`config.mk`:
```
export PLATFORM = sky130hd
export DESIGN_NAME = fifo
export DESIGN_NICKNAME = d
export VERILOG_FILES = /design/src/rtl/fifo_mem.sv /design/src/rtl/fifo.sv
export SDC_FILE = /design/constraint.sdc
export NUM_CORES = 1
export LEC_CHECK = 0
export CAP_MARGIN = 20
export CORE_MARGIN = 8
export CORE_UTILIZATION = 55
export DETAILED_ROUTE_END_ITERATION = 8
export PLACE_DENSITY = 0.76
export SYNTH_ARGS = -nofsm -noshare
export SYNTH_HDL_FRONTEND = slang
export SYNTH_HIERARCHICAL = 1
export SYNTH_SLANG_ARGS = --single-unit
```
`constraint.sdc`:
```
create_clock -name clock -period 2.7 [get_ports clock]
set_clock_uncertainty 0.15 [all_clocks]
set_input_delay 0.405 -clock clock [delete_from_list [all_inputs] [get_ports clock]]
set_output_delay 0.405 -clock clock [all_outputs]
set_load 0.1 [all_outputs]
```
`src/rtl/fifo_mem.sv`:
```
// fifo_mem: FIFO_SIZE x DATA_W register array, one write port, one combinational read port
module fifo_mem #(
  parameter int DATA_W    = 10,
  parameter int FIFO_SIZE = 6,
  parameter int PTR_W     = $clog2(FIFO_SIZE)
) (
  input  logic              clock,
  input  logic              wr_en,
  input  logic [PTR_W-1:0]  wr_addr,
  input  logic [DATA_W-1:0] wr_data,
  input  logic [PTR_W-1:0]  rd_addr,
  output logic [DATA_W-1:0] rd_data
);
  logic [DATA_W-1:0] mem [FIFO_SIZE];
  always_ff @(posedge clock) begin
    if (wr_en) mem[wr_addr] <= wr_data;
  end
  assign rd_data = mem[rd_addr];
endmodule

```
`src/rtl/fifo.sv`:
```
// fifo: single-clock FIFO with registered read data and a full flag
module fifo #(
  parameter int DATA_W    = 10,
  parameter int FIFO_SIZE = 6
) (
  input  logic              clock,
  input  logic              rst,
  input  logic              push,
  input  logic              pop,
  input  logic [DATA_W-1:0] data_in,
  output logic [DATA_W-1:0] read_data,
  output logic              full
);
  localparam int PTR_W = $clog2(FIFO_SIZE);
  localparam int CNT_W = $clog2(FIFO_SIZE + 1);
  logic [PTR_W-1:0]  wr_ptr, rd_ptr;
  logic [CNT_W-1:0]  count;
  logic [DATA_W-1:0] rd_word;
  logic              do_push, do_pop;
  assign full    = count == CNT_W'(FIFO_SIZE);
  assign do_pop  = pop && count != '0;
  // a pop in the same cycle frees the slot, so a push into a full FIFO is still accepted
  assign do_push = push && (!full || do_pop);
  fifo_mem #(.DATA_W(DATA_W), .FIFO_SIZE(FIFO_SIZE), .PTR_W(PTR_W)) u_mem (
    .clock  (clock),
    .wr_en  (do_push),
    .wr_addr(wr_ptr),
    .wr_data(data_in),
    .rd_addr(rd_ptr),
    .rd_data(rd_word)
  );
  always_ff @(posedge clock or posedge rst) begin
    if (rst) begin
      wr_ptr    <= '0;
      rd_ptr    <= '0;
      count     <= '0;
      read_data <= '0;
    end else begin
      if (do_push) wr_ptr <= wr_ptr == PTR_W'(FIFO_SIZE - 1) ? '0 : wr_ptr + 1'b1;
      if (do_pop) begin
        rd_ptr    <= rd_ptr == PTR_W'(FIFO_SIZE - 1) ? '0 : rd_ptr + 1'b1;
        read_data <= rd_word;
      end
      count <= do_push && !do_pop ? count + 1'b1 :
               do_pop && !do_push ? count - 1'b1 : count;
    end
  end
endmodule

```
======== After elaboration in Yosys (flattened, before gate mapping) ========
Memories as Yosys holds them, arrays and structs flattened. A register that Yosys moved wholly into a read port is not among the register bits.
Cells that the tools add are included.
cells by class
  add/sub/neg operators ................... 4
  muxes and demuxes ....................... 6
  eq/ne operators ......................... 3
  reductions and logical operators ........ 10
operator list
  kind                                              number
  two-way mux 3 bit                                 4
  adder 3 x 1 -> 3 bit, second input constant       3
  equality test 3 bit, second input constant        3
  logical AND 1 bit                                 4
  zero test 1 bit                                   3
  nonzero test 3 bit                                1
  subtractor 3 x 1 -> 3 bit, second input constant  1
  two-way mux 1 bit                                 2
  nonzero test 2 bit                                1
  logical OR 1 bit                                  1
word-level totals
  bits of input ports ..................... 14
  bits in registers ....................... 9
  word-level logic and storage cells ...... 27
  bits in writable memories ............... 60
  memories ................................ 1
  output and inout bits ................... 11
memory list
  memory     words  bits a word  rd ports  clocked after Yosys merged registers in  wr ports  RTL line        text
  u_mem.mem  6      10           1         1                                        1         fifo_mem.sv:14  logic [DATA_W-1:0] mem [FIFO_SIZE];

======== Depth between registers and ports, before layout ========
Gate-level depths: netlist (run 1).
  depth after elaboration ................. 8
  depth in mapped cells ................... 8
  mapped depth without buffers ............ 8

======== Modules after synthesis ========
Netlist (run 1), hierarchy kept.
modules (own cells, without submodules)
  module    cells each  area each (um^2)  sequential area each (um^2)  times used
  fifo_mem  128         2362.3            1801.7                       1
  fifo      56          804.5             475.5                        1

======== Worst setup path after synthesis (run 1) ========
Ideal clock, no wire load.
  path type ............................... flip-flop to output port
  start point ............................. reg count[1]
  end point ............................... out full
  path slack .............................. 0.380 ns
  required time ........................... 2.145 ns
  stages on the path, launching flop included .. 3
  path buffers ............................ 0
  arrival time ............................ 1.765 ns
  path through ............................ dfrtp_1 -> nand2_1 -> nor2_1
on the way
  word-level cells in the longest chain between the ends .. 1
RTL lines
  what                      RTL line    text
  start: declaration        fifo.sv:17  logic [CNT_W-1:0] count;
  start signal: assignment  fifo.sv:44  count <= do_push && !do_pop ? count + 1'b1 :
  equality test 3 bit       fifo.sv:20  assign full = count == CNT_W'(FIFO_SIZE);
  end: declaration          fifo.sv:12  output logic full
Every way passes these cells.

======== Final worst setup path (run 1) ========
  start point ............................. in pop
  end point ............................... reg count[2]
on the way
  word-level cells in the longest chain between the ends .. 6
  elaborated cells between the ends (all ways) .. 9
  classes of those cells .................. 1 x mux; 8 x reduce/logical
RTL lines
  what                          RTL line    text
  start: declaration            fifo.sv:9   input logic pop,
  logical AND 1 bit *           fifo.sv:21  assign do_pop = pop && count != '0;
  logical OR 1 bit *            fifo.sv:23  assign do_push = push && (!full || do_pop);
  logical AND 1 bit *           fifo.sv:23
  via do_push                   fifo.sv:19  logic do_push, do_pop;
  zero test 1 bit               fifo.sv:45  do_pop && !do_push ? count - 1'b1 : count;
  logical AND 1 bit             fifo.sv:45
  nonzero test 2 bit (no line)  --
Mark *: on every way through the listed nets, which the timed path passes. The rest lies on a longest branch.
A chain may end at the register's enable or synchronous reset.

==> results of run 1 <==
==> worst min-delay path by stage <==
stage / cells after the start / end / start / slack, ps
final: 1 / read_data[5]$_DFFE_PP0P_ / read_data[5]$_DFFE_PP0P_ / 360
after global routing: 1 / read_data[2]$_DFFE_PP0P_ / read_data[2]$_DFFE_PP0P_ / 390
after CTS: 1 / read_data[5]$_DFFE_PP0P_ / read_data[5]$_DFFE_PP0P_ / 360
after detailed placement: 1 / read_data[5]$_DFFE_PP0P_ / read_data[5]$_DFFE_PP0P_ / 350
after global placement: 1 / read_data[9]$_DFFE_PP0P_ / read_data[9]$_DFFE_PP0P_ / 340
after floorplan: 1 / count[0]$_DFFE_PP0P_ / rst / 210
==> sequential cells by signal, summed over array words and instances (netlist names) <==
name	cells
wr_ptr	3
u_mem/mem	60
count	3
read_data	10
rd_ptr	3
==> metrics by stage <==
stage	utilization	power [mW]
after floorplan	-	3.27
after global placement	0.628	3.60
after detailed placement	0.628	3.68
after CTS	0.658	4.42
after global routing	0.658	4.60
final	0.658	4.38
==> cell families (layout without fill, tap and decap cells) <==
logic type / after synthesis / in the layout / share of synthesized area
flip-flops: 79 / 79 / 0.719
multiplexers: 44 / 44 / 0.145
AO/OA/AOI/OAI: 25 / 25 / 0.0577
AND/OR/NAND/NOR: 20 / 20 / 0.0292
buffers and inverters: 9 / 53 / 0.0253
XOR/XNOR: 5 / 5 / 0.0138
adder cells (fa/ha/maj): 2 / 2 / 0.0103
==> power groups by stage <==
stage	combinational [mW]	clock (mW)	sequential (mW)
2_1_floorplan	0.955	0	2.32
3_3_place_gp	1.81	0	1.79
3_5_place_dp	1.86	0	1.82
4_1_cts	1.86	0.766	1.79
5_1_grt	1.96	0.818	1.83
6_report	1.84	0.748	1.79
==> layer usage <==
layer  routed length [microns]  share of wire
met5                         0              0
met4                       106          0.019
met3                       233          0.042
met2                      3020           0.55
met1                      2180           0.39
==> final cells by class <==
class                           count  share of cell area
Sequential cell                    79               0.624
Timing Repair Buffer               35              0.0810
Inverter                            2             0.00206
Clock buffer                       12              0.0398
Tap cell                           72              0.0247
Multi-Input combinational cell     96               0.222
Clock inverter                      4             0.00617
==> placed cells by master (no fill, tap or decap), drive strengths merged, types with 2 or more instances in the layout <==
cell type / netlist / routed
a21oi: 10 / 10
dfrtp: 19 / 19
mux2i: 30 / 30
nor2: 9 / 9
nand2: 3 / 3
nor3: 2 / 2
nor2b: 2 / 2
edfxtp: 60 / 60
clkinv: 0 / 3
nand2b: 4 / 4
xor2: 3 / 3
inv: 2 / 2
buf: 6 / 22
clkbuf: 1 / 12
a22o: 10 / 10
mux2: 14 / 14
clkdlybuf4s50: 0 / 13
xnor2: 2 / 2
==> metrics, run 1 <==
status finished, final reports clean; Overflow after GRT 0; TritonCTS clock tree yes; Max stage delay cell, worst path clkdlybuf4s50_1; DRT antenna net count 0; DRT Pass-1 Iters 4; switch share 0.404; die height 91.9 microns; Top cell by count, worst path xor2_1; average cell area after synthesis 17.2 sq um; grt met2 use 0.239; GPL Wtd Cong 0.733; Tmin final 2170 ps; postcts setup bufs 0; PD cells 1200 nW/um^2; Pleak 1.39 nW; wirelength, routed 5540 microns; reg-to-reg critical path endpoint count[2]$_DFFE_PP0P_; Crit Path Max Fanout 4; all-layer global routing usage 0.144; maximum VDD drop 592 uV; GR peak layer met2; Critical Path Start pop; Cells after DPL 284; Slew HR 0.458; worst-path cell chain clkdlybuf4s50_1, o31a_1, ha_1, inv_1, fa_1, xor2_1, nor2_1, xor2_1; Clock Sinks 79; maximum root-to-sink buffer count 2; placed cell areas 3480 sq um; # nets final 239; Clock Latency Late Sink 350 ps; #FFs+latches synth 79; vias approximately 1700; post-route insts no fill 300; cts bufs inserted 9; Synth top area share 0.569; IO Pins 25; first-pass GRT wire length roughly 9100 microns; cell taking the most area after synthesis edfxtp_1; CP arrival 2290 ps; Area Overhead vs Synth 15.2%; power share of the combinational group 0.421; CP peak stage delay roughly 550 ps; met3 usage 0.0391; Critical Path Start Type primary input; Synth top cells by count edfxtp_1, mux2i_1, dfrtp_1, mux2_2; setup TNS 0 ps; final worst path period share 0.805; Switch Pwr between 1.5 and 2 mW; vias in the first global route 1755; cell family with the largest share of critical-path delay buffers and inverters; EDFF count, synth 60; CTS root buffer clkbuf_8; synth unique cells 28; register area 2280 sq um; Crit. End Element flop; CTS Hold Bufs 0; Worst R2R Setup Slack approximately 560 ps; Fin. Hold Viols 0; post-route design area 3650 sq um; most common cell in the netlist edfxtp_1; Worst EP required 2820 ps; core area approximately 5500 sq um; max-slew violation count 0; max cap viols 0; Tightest Hold Check Type flop to flop; syn nets 200; FILL cells 406; Flop pwr share 0.409; post-synthesis sequential area ratio 0.719; largest net degree at the start of global routing 20; Int Pwr 2.61 mW; row count 27; Levels on crit path 8; area of the multi-input gates between 800 and 900 sq um; Synth Flop Type edfxtp_1; critical path endpoint count[2]$_DFFE_PP0P_; worst r2r src count[0]$_DFFE_PP0P_; DR WL/cell 18.5 microns; dpl ws 165 ps; # H-tree levels 3; post-CTS sizing 0; 1st-iter DRT viols 72; share of cells above drive strength 1 0.215; Hold Slack 363 ps; CP Class primary input to flop; Clock power frac 0.171; Ys Warns 6; WP buf/inv 2; DRC 0; Tightest Pin Transition 812 ps; Mapped Cells 184; effective utilization at floorplan 0.572; Setup-failing EPs final 0; vias per cell 5.53; Cell Area, Synth 3170 sq um; IO buf count 24; Reg clk slew, reported paths 70 ps; die area 8440 sq um; Final Worst Setup Slack 526 ps; M1 GR Usage 0.164; die width 91.9 microns; Reg2Reg Depth 7; Final HPWL DP 3660 microns; initial antenna violation count 0; top cells by area, synth edfxtp_1, dfrtp_1, mux2i_1, mux2_2, a22o_1; post-synthesis async set-or-reset flop share 0.241; RSZ-0062 raised after global routing no; achievable frequency between 400 and 500 MHz; antenna fix cells 0
Note: power is estimated with default switching activity, not from simulation.
==> inputs of run 2 (changes only) <==
Settings changed: CORE_UTILIZATION 55 to 51, PLACE_DENSITY 0.76 to 0.74.
Clock period 2.7 ns to 1.95 ns, I/O delays scaled along.
==> metrics, run 2 (synthesis results as in run 1) <==
Tightest Pin Transition 355 ps (-457 ps); die height 94.8 microns (+3.2%); Top cell by count, worst path xor2_1; Design Power 6.88 mW (+57%); DRT Pass-1 Iters 4 (unchanged); Clock Latency Late Sink 340 ps (about the same); first-pass GRT wire length 9790 microns (+7.3%); Setup-failing EPs final 2 (+2); most frequent cells in the layout edfxtp_1, buf_4, mux2i_1; register area 2280 sq um (+0.11%); worst-path cell chain o31ai_4, ha_2, inv_2, fa_2, xor2_1, nor2_1, xor2_1; IO buf count 24 (unchanged); FILL cells 435 (+7.1%); final worst path period share 1.03; GPL Wtd Cong 0.782 (+6.6%); Worst R2R Setup Slack -60 ps (-620 ps); vias per cell 5.44 (-1.7%); RSZ-0062 raised after global routing yes; largest registers u_mem/mem: 60 flops, read_data: 10 flops; Crit. End Element flop; wirelength, routed 6190 microns (+12%); final core occ 0.674 (+0.0152); Fin. Hold Viols 0 (unchanged); Clock Sinks 79 (unchanged); placed cell areas 3770 sq um (+8.4%); DRT antenna net count 0 (unchanged); # H-tree levels 3 (unchanged); antenna fix cells 0 (unchanged); cts bufs inserted 9 (unchanged); Reg clk slew, reported paths 70 ps (about the same); vias 1756 (+5.8%); DR WL/cell 19.1 microns (+3.6%); Most flops, register u_mem/mem; CP peak stage delay 440 ps (-110 ps); Crit Path Max Fanout 3 (-1); Hold Slack 127 ps (-236 ps); failing checks setup timing; 1st-iter DRT viols 77 (+6.9%); IO Pins 25 (unchanged); most common cell after layout, fill and taps aside edfxtp_1; core area 5960 sq um (+7.5%); maximum root-to-sink buffer count 2 (unchanged); Tightest Hold Check Type primary input to asynchronous set/reset pin; Tmin final 2010 ps; max reg flops 60 (unchanged); die area 8990 sq um (+6.5%); CP arrival 2120 ps (-170 ps); Overflow after GRT 0 (unchanged); CTS root buffer clkbuf_8; vias in the first global route 1891 (+7.7%); post-route design area 4010 sq um (+10%); Max stage delay cell, worst path dfrtp_1; maximum VDD drop 1090 uV (+84%); Final Worst Setup Slack -55.7 ps (-582 ps); largest net degree at the start of global routing 20 (unchanged); max cap viols 0 (unchanged); Final HPWL DP 4180 microns (+14%); die width 94.8 microns (+3.2%); max-slew violation count 0 (unchanged); area of the multi-input gates 846 sq um (+4.5%); Critical Path Start Type flop; row count 28 (+3.7%); Slew HR 0.763 (+0.305); Worst EP required 2060 ps (-760 ps); effective utilization at floorplan 0.532 (-0.0399); share of cells above drive strength 1 0.315 (+0.0996); PD cells 1720 nW/um^2 (+43%); DRC 0 (unchanged); achievable frequency 499 MHz; Area Overhead vs Synth 26.7%; status complete, but fails checks; initial antenna violation count 0 (unchanged); # nets final 259 (+8.4%); Pleak 1.56 nW (+12%); CP Class flop to flop; TritonCTS clock tree yes; all-layer global routing usage 0.149 (+0.00534)
-- run 2: final timing paths --
check | from | to | cells after the start
worst max-delay path | count[0]$_DFFE_PP0P_ | count[2]$_DFFE_PP0P_ | 7
worst min-delay path | rst | read_data[0]$_DFFE_PP0P_ | 3
worst max register to register | count[0]$_DFFE_PP0P_ | count[2]$_DFFE_PP0P_ | 7
worst min register to register | wr_ptr[0]$_DFFE_PP0P_ | wr_ptr[0]$_DFFE_PP0P_ | 1
max in group asynchronous | rst | count[1]$_DFFE_PP0P_ | 3
min in group clock | wr_ptr[0]$_DFFE_PP0P_ | wr_ptr[0]$_DFFE_PP0P_ | 1
-- run 2: area by class of cell --
class / count / share of cell area
Clock inverter: 5 / 0.0119
Sequential cell: 79 / 0.568
Inverter: 2 / 0.00187
Clock buffer: 11 / 0.0352
Timing Repair Buffer: 55 / 0.148
Tap cell: 75 / 0.0234
Multi-Input combinational cell: 96 / 0.211
-- run 2: metrics by stage --
stage               cells  setup WS [ps]  TNS, ps
floorplan             184           -257     -737
global placement      304           -257     -720
CTS                   322          -34.1    -56.0
finish                323          -55.7     -106
detailed placement    304           -349    -2240
global route          323           -137     -238
-- run 2: power breakdown --
group	switching [mW]	leakage, nW	internal (mW)
Clock	0.552	0.0982	0.614
Sequential	0.307	0.764	2.23
Combinational	1.78	0.694	1.39
-- run 2: layer usage --
metal / track usage / vias to the layer above / part of all wire
met1: 0.162 / 899 / 0.41
met2: 0.268 / 29 / 0.53
li1: - / 817 / -
met3: 0.0373 / 11 / 0.034
met5: 0 / - / 0
met4: 0.0702 / 0 / 0.019
-- run 2: timing repair --
action                                  CTS  global route
endpoints found under the setup margin    2             4
gates resized for setup                   4             5
setup buffers                             2             1
hold buffers                              0             0
pin swaps                                 4             4
-- run 2: critical path, delay by kind of cell, from the launching register on --
| kind | cells | cell delay [ps] |
|---|---|---|
| compound gates | 1 | 290 |
| xor+xnor | 2 | 320 |
| fa+ha+maj | 2 | 570 |
| buf+inv | 1 | 40 |
| flops | 1 | 440 |
| simple gates | 1 | 120 |
==> RTL edit 1: new RTL, flow settings as in run 2 <==
`DATA_W` is set to 10 in 2 places; all go to 8.
--- a/src/rtl/fifo_mem.sv
+++ b/src/rtl/fifo_mem.sv
@@ -1,6 +1,6 @@
 // fifo_mem: FIFO_SIZE x DATA_W register array, one write port, one combinational read port
 module fifo_mem #(
-  parameter int DATA_W    = 10,
+  parameter int DATA_W    = 8,
   parameter int FIFO_SIZE = 6,
   parameter int PTR_W     = $clog2(FIFO_SIZE)
 ) (
--- a/src/rtl/fifo.sv
+++ b/src/rtl/fifo.sv
@@ -1,6 +1,6 @@
 // fifo: single-clock FIFO with registered read data and a full flag
 module fifo #(
-  parameter int DATA_W    = 10,
+  parameter int DATA_W    = 8,
   parameter int FIFO_SIZE = 6
 ) (
   input  logic              clock,
Interface: changed (resized data_in and read_data); port bits go from 25 to 21. No check against the original RTL was run, so the function may have changed too.
==> RTL edit 1 against run 2 <==
The flow still finishes with violations (setup timing). Wire length decreased by 20%. Sequential share of layout area decreased by 0.75 points. Synthesized area decreased by 16%. Core utilization decreased by 1.7 points. Worst setup slack got worse by 0.034 ns. Total power decreased by 17%. Design area decreased by 17%. Maximum frequency decreased by 1.7%. Clock power decreased by 16%. Sequential power decreased by 17%. Sequential cell count decreased by 14. Global-route usage decreased by 0.69 points. Critical endpoint is now count[1].
==> RTL edit 1: results (changes against run 2) <==
| Metric | Value |
|---|---|
| Commonest cells in the synthesized netlist | edfxtp_1 (48), mux2i_1 (24), dfrtp_1 (17), mux2_2 (11) (was edfxtp_1 (60), mux2i_1 (30), dfrtp_1 (19), mux2_2 (12)) |
| Root buf cell | clkbuf_8 (unchanged) |
| Top delay family on crit path | adder cells (unchanged) |
| Area Growth Syn to Fin | 25.33% (was 26.67%) |
| Syn_nets | 171 (was 200) |
| Pin count of the biggest net entering global routing | 27 (was 20) |
| Final HPWL DP | 3390 um (was 4180 um) |
| Setup TNS | -0.1546 ns (was -0.1058 ns) |
| Via-to-Cell Ratio | 5.274 (was 5.437) |
| First-pass GRT wire length | 7955 um (was 9791 um) |
| Pleak | 1.280 nW (was 1.556 nW) |
| Sequential share of the synthesized area | 0.7024 (was 0.7191) |
| # fillers | 361 (was 435) |
| RePlAce Congestion | 0.7795 (was 0.7818) |
| Antenna violations before repair | 0 (unchanged) |
| Fin worst setup slack | -0.08979 ns (was -0.05565 ns) |
| Peak supply drop | 0.0009902 V (was 0.001089 V) |
| Synth async-reset ratio | 0.2615 (was 0.2405) |
| WL per Instance | 17.96 um (was 19.15 um) |
| Antenna Violating Nets Remaining | 0 (unchanged) |
| CP max FO | 5 (was 3) |
| Drt first-iter violations | 86 (was 77) |
| PortBufs | 20 (was 24) |
| Final setup fails | 2 (unchanged) |
| Placed cell areas | 3114 sq um (was 3771 sq um) |
| Top post-synthesis cells by area | edfxtp_1 (54%), dfrtp_1 (16%), mux2i_1 (9.0%) (was edfxtp_1 (57%), dfrtp_1 (15%), mux2i_1 (9.5%)) |
| Nets | 213 (was 259) |
| Worst path slowest cell | dfrtp_2 (was dfrtp_1) |
| Post-synth EDFFs | 48 (was 60) |
| Crit-path max cell delay | 0.46 ns (was 0.44 ns) |
| Biggest regs | u_mem/mem x48, read_data x8 (was u_mem/mem x60, read_data x10) |
| Total track usage | 0.1423 (was 0.1493) |
| Synth Flop Type | edfxtp_1 (unchanged) |
| Worst-Margin Slew | 0.4732 ns (was 0.3551 ns) |
| Worst r2r path cells | 5 (was 7) |
| Share of cells above drive strength 1 | 0.3333 (was 0.3145) |
| Failing checks | setup timing (unchanged) |
| Outcome | complete, but fails checks (unchanged) |
| Vias in the first global route | 1,568 (was 1,891) |
| Clk Latency, worst-skew pair | 0.33 ns |
| Setup WS pre-CTS | -0.3354 ns (was -0.3485 ns) |
| CP endpoint | count[1] (was count[2]) |
| Hold Crit Class | in -> async (unchanged) |
==> RTL edit 1: changes by cell type after synthesis, sizes merged, moves of 2 or more <==
cell           run 2  this run
edfxtp            60        48
mux2i             30        24
mux2              14        11
a21oi             10         8
a22o              10         8
buf                6         4
dfrtp             19        17
==> RTL edit 1: per-layer routing <==
metal	GRT usage	wire length (um)	vias to the layer above
met5	0	0	-
met4	0.09370	103	0
met3	0.03752	248	12
met2	0.2308	2478	46
met1	0.1621	2091	709
li1	-	-	678
==> RTL edit 1: cell type report <==
type                    count  share of cell area
clock inverters             3            0.004508
multi-input cells          84              0.2292
clock buffers              13             0.04771
flip-flops and latches     65              0.5609
repair buffers             37              0.1292
inverters                   2            0.002254
well taps                  70             0.02630
==> RTL edit 1: repair_timing <==
action	CTS	global route
setup buffers	0	1
endpoints found under the setup margin	11	28
gates resized for setup	4	6
cloned	0	0
pin swaps	0	4
==> RTL edit 1: cell families after synthesis <==
kind of cell | count (synthesis) | share of synthesized area
adder cells (fa/ha/maj) | 2 | 0.01224
buffers and inverters | 8 | 0.02495
multiplexers | 35 | 0.1370
AO/OA/AOI/OAI | 22 | 0.07156
AND/OR/NAND/NOR | 20 | 0.03531
XOR/XNOR | 5 | 0.01648
flip-flops | 65 | 0.7024
==> RTL edit 1: report_power, final <==
part | internal, W | switching, W | leakage (nW)
sequential | 0.00184 | 0.000253 | 0.634
combinational | 0.00114 | 0.00150 | 0.553
clock | 0.000525 | 0.000458 | 0.0932
==> RTL edit 1: per-stage QoR <==
step,cells,hold WS [ns],power [W]
after floorplan,157,0.06857,0.003843
after global placement,257,0.3576,0.004618
after detailed placement,257,0.3671,0.004724
after CTS,273,0.1348,0.005731
after global routing,274,0.1619,0.005991
final,274,0.1413,0.005719
==> RTL edit 2: new RTL, settings of run 2 <==
Made on the original files. Make the reset (`rst`) synchronous in one clocked block.
--- a/src/rtl/fifo.sv
+++ b/src/rtl/fifo.sv
@@ -29,7 +29,7 @@
     .rd_addr(rd_ptr),
     .rd_data(rd_word)
   );
-  always_ff @(posedge clock or posedge rst) begin
+  always_ff @(posedge clock) begin
     if (rst) begin
       wr_ptr    <= '0;
       rd_ptr    <= '0;
Function: differs if rst is asserted again (counterexample within 4 cycles, from zero or initial values and one cycle with rst high); with rst held inactive, the same outputs for 10 cycles.
==> RTL edit 2 against run 2 <==
The flow still finishes with violations (setup timing). Wire length decreased by 6.5%. Sequential cell count is the same. Synthesized area down 0.99%. Clock power up 4%. Design area fell by 3.4%. Count of clock-buffer cells in the layout fell by 2. Via count is 7.6% higher. Total power down 28%. Worst setup slack worse by 0.0029 ns.
==> RTL edit 2: results (changes against run 2) <==
| Metric | Value |
|---|---|
| FF-to-FF End | count[2] (unchanged) |
| Setup TNS | -0.05854 ns (was -0.1058 ns) |
| Post-synthesis adder-cell area fraction | 0.01038 (was 0.01027) |
| Pin count of the biggest net entering global routing | 31 (was 20) |
| Worst path slowest cell | dfxtp_4 (was dfrtp_1) |
| Sequential share of the synthesized area | 0.6959 (was 0.7191) |
| # fillers | 440 (was 435) |
| Vias in the first global route | 1,948 (was 1,891) |
| Commonest cells in the synthesized netlist | edfxtp_1 (60), mux2i_1 (31), a21oi_1 (25), nand2_1 (24), dfxtp_1 (19) (was edfxtp_1 (60), mux2i_1 (30), dfrtp_1 (19), mux2_2 (12)) |
| Syn_nets | 234 (was 200) |
| Peak supply drop | 0.001195 V (was 0.001089 V) |
| Fin worst setup slack | -0.05854 ns (was -0.05565 ns) |
| RePlAce Congestion | 0.7833 (was 0.7818) |
| CP max FO | 4 (was 3) |
| Mux contribution to synthesized area | 0.09896 (was 0.1446) |
| Worst-Margin Slew | 0.8087 ns (was 0.3551 ns) |
| Outcome | complete, but fails checks (unchanged) |
| Via-to-Cell Ratio | 5.339 (was 5.437) |
| Post-Synth XOR/XNOR Area | 0.008380 (was 0.01383) |
| Critical Path AT | 2.14 ns (was 2.12 ns) |
| Critical R2R Launch | count[2] (was count[0]) |
| WL per Instance | 16.34 um (was 19.15 um) |
| Total track usage | 0.1457 (was 0.1493) |
| Hold Crit Class | reg -> reg (was in -> async) |
| Final HPWL DP | 4098 um (was 4180 um) |
| Worst r2r path cells | 8 (was 7) |
| Failing checks | setup timing (unchanged) |
| Nets | 290 (was 259) |
| Final setup fails | 1 (was 2) |
| Crit-path max cell delay | 0.37 ns (was 0.44 ns) |
==> RTL edit 2: cell count changes in the layout (fill, tap and decap cells not counted), moves of 3 or more <==
cell / change
nand2_1: +22
dfrtp_1: -17
a21oi_1: +15
dfxtp_1: +15
mux2_2: -12
buf_12: -10
buf_4: +10
o21ai_0: +3
==> RTL edit 2: report_power, final <==
group	internal, W	switching, W
Sequential	0.00196	0.0000865
Combinational	0.000638	0.00102
Clock	0.000606	0.000617
Total	0.00321	0.00172
==> RTL edit 2: tightest hold or removal path, stage by stage, from the launching register on <==
cell     delay (ns)
dfxtp_1        0.32
nand2_1        0.05
a21oi_1        0.05
==> RTL edit 2: layout make-up <==
cell class,instances,share of cell area
sequential,79,0.5659
clock inverter,7,0.02035
timing repair buffer,55,0.1211
multi-input combinational,127,0.2345
inverter,2,0.001938
clock buffer,9,0.03198
tap,75,0.02422
==> RTL edit 2: logic make-up after synthesis <==
group / Yosys count
buf+inv: 12
simple gates: 50
fa+ha+maj: 2
xor+xnor: 3
mux: 31
flops: 79
compound gates: 41
==> RTL edit 2: worst max-delay path by stage <==
stage / from / end / slack, ns / depth (start not counted)
finish: count[2] / count[2] / -0.06 / 8
CTS: count[1] / count[2] / -0.07 / 8
detailed placement: pop / count[2] / -0.58 / 9
global route: count[2] / count[2] / -0.15 / 8
global placement: pop / count[2] / -0.52 / 9
floorplan: count[2] / count[2] / -0.23 / 9
==> RTL edit 2: routing by layer <==
| metal | vias up | GRT usage | routed length [um] |
|---|---|---|---|
| met5 | - | 0 | 0 |
| met3 | 10 | 0.04286 | 308 |
| li1 | 925 | - | - |
| met1 | 920 | 0.1775 | 2524 |
| met4 | 0 | 0.07926 | 109 |
| met2 | 35 | 0.2283 | 2844 |
==> RTL edit 2: stage by stage <==
| stage | hold WS, ns | cells | setup slack, ns | total power (W) | cell area [sq um] |
|---|---|---|---|---|---|
| after floorplan | 0.2414 | 218 | -0.2277 | 0.003354 | 3166 |
| after global placement | 0.2931 | 337 | -0.5193 | 0.003677 | 3636 |
| after detailed placement | 0.3000 | 337 | -0.5780 | 0.003707 | 3636 |
| after global routing | 0.3286 | 354 | -0.1535 | 0.005168 | 3874 |
| after CTS | 0.3116 | 354 | -0.06920 | 0.004977 | 3872 |
| final | 0.3110 | 354 | -0.05854 | 0.004928 | 3874 |
==> RTL edit 2: repair_timing <==
item / CTS / global route
endpoints found under the setup margin: 1 / 1
pin swaps: 2 / 1
buffers inserted: 1 / 0
gates resized for setup: 9 / 1
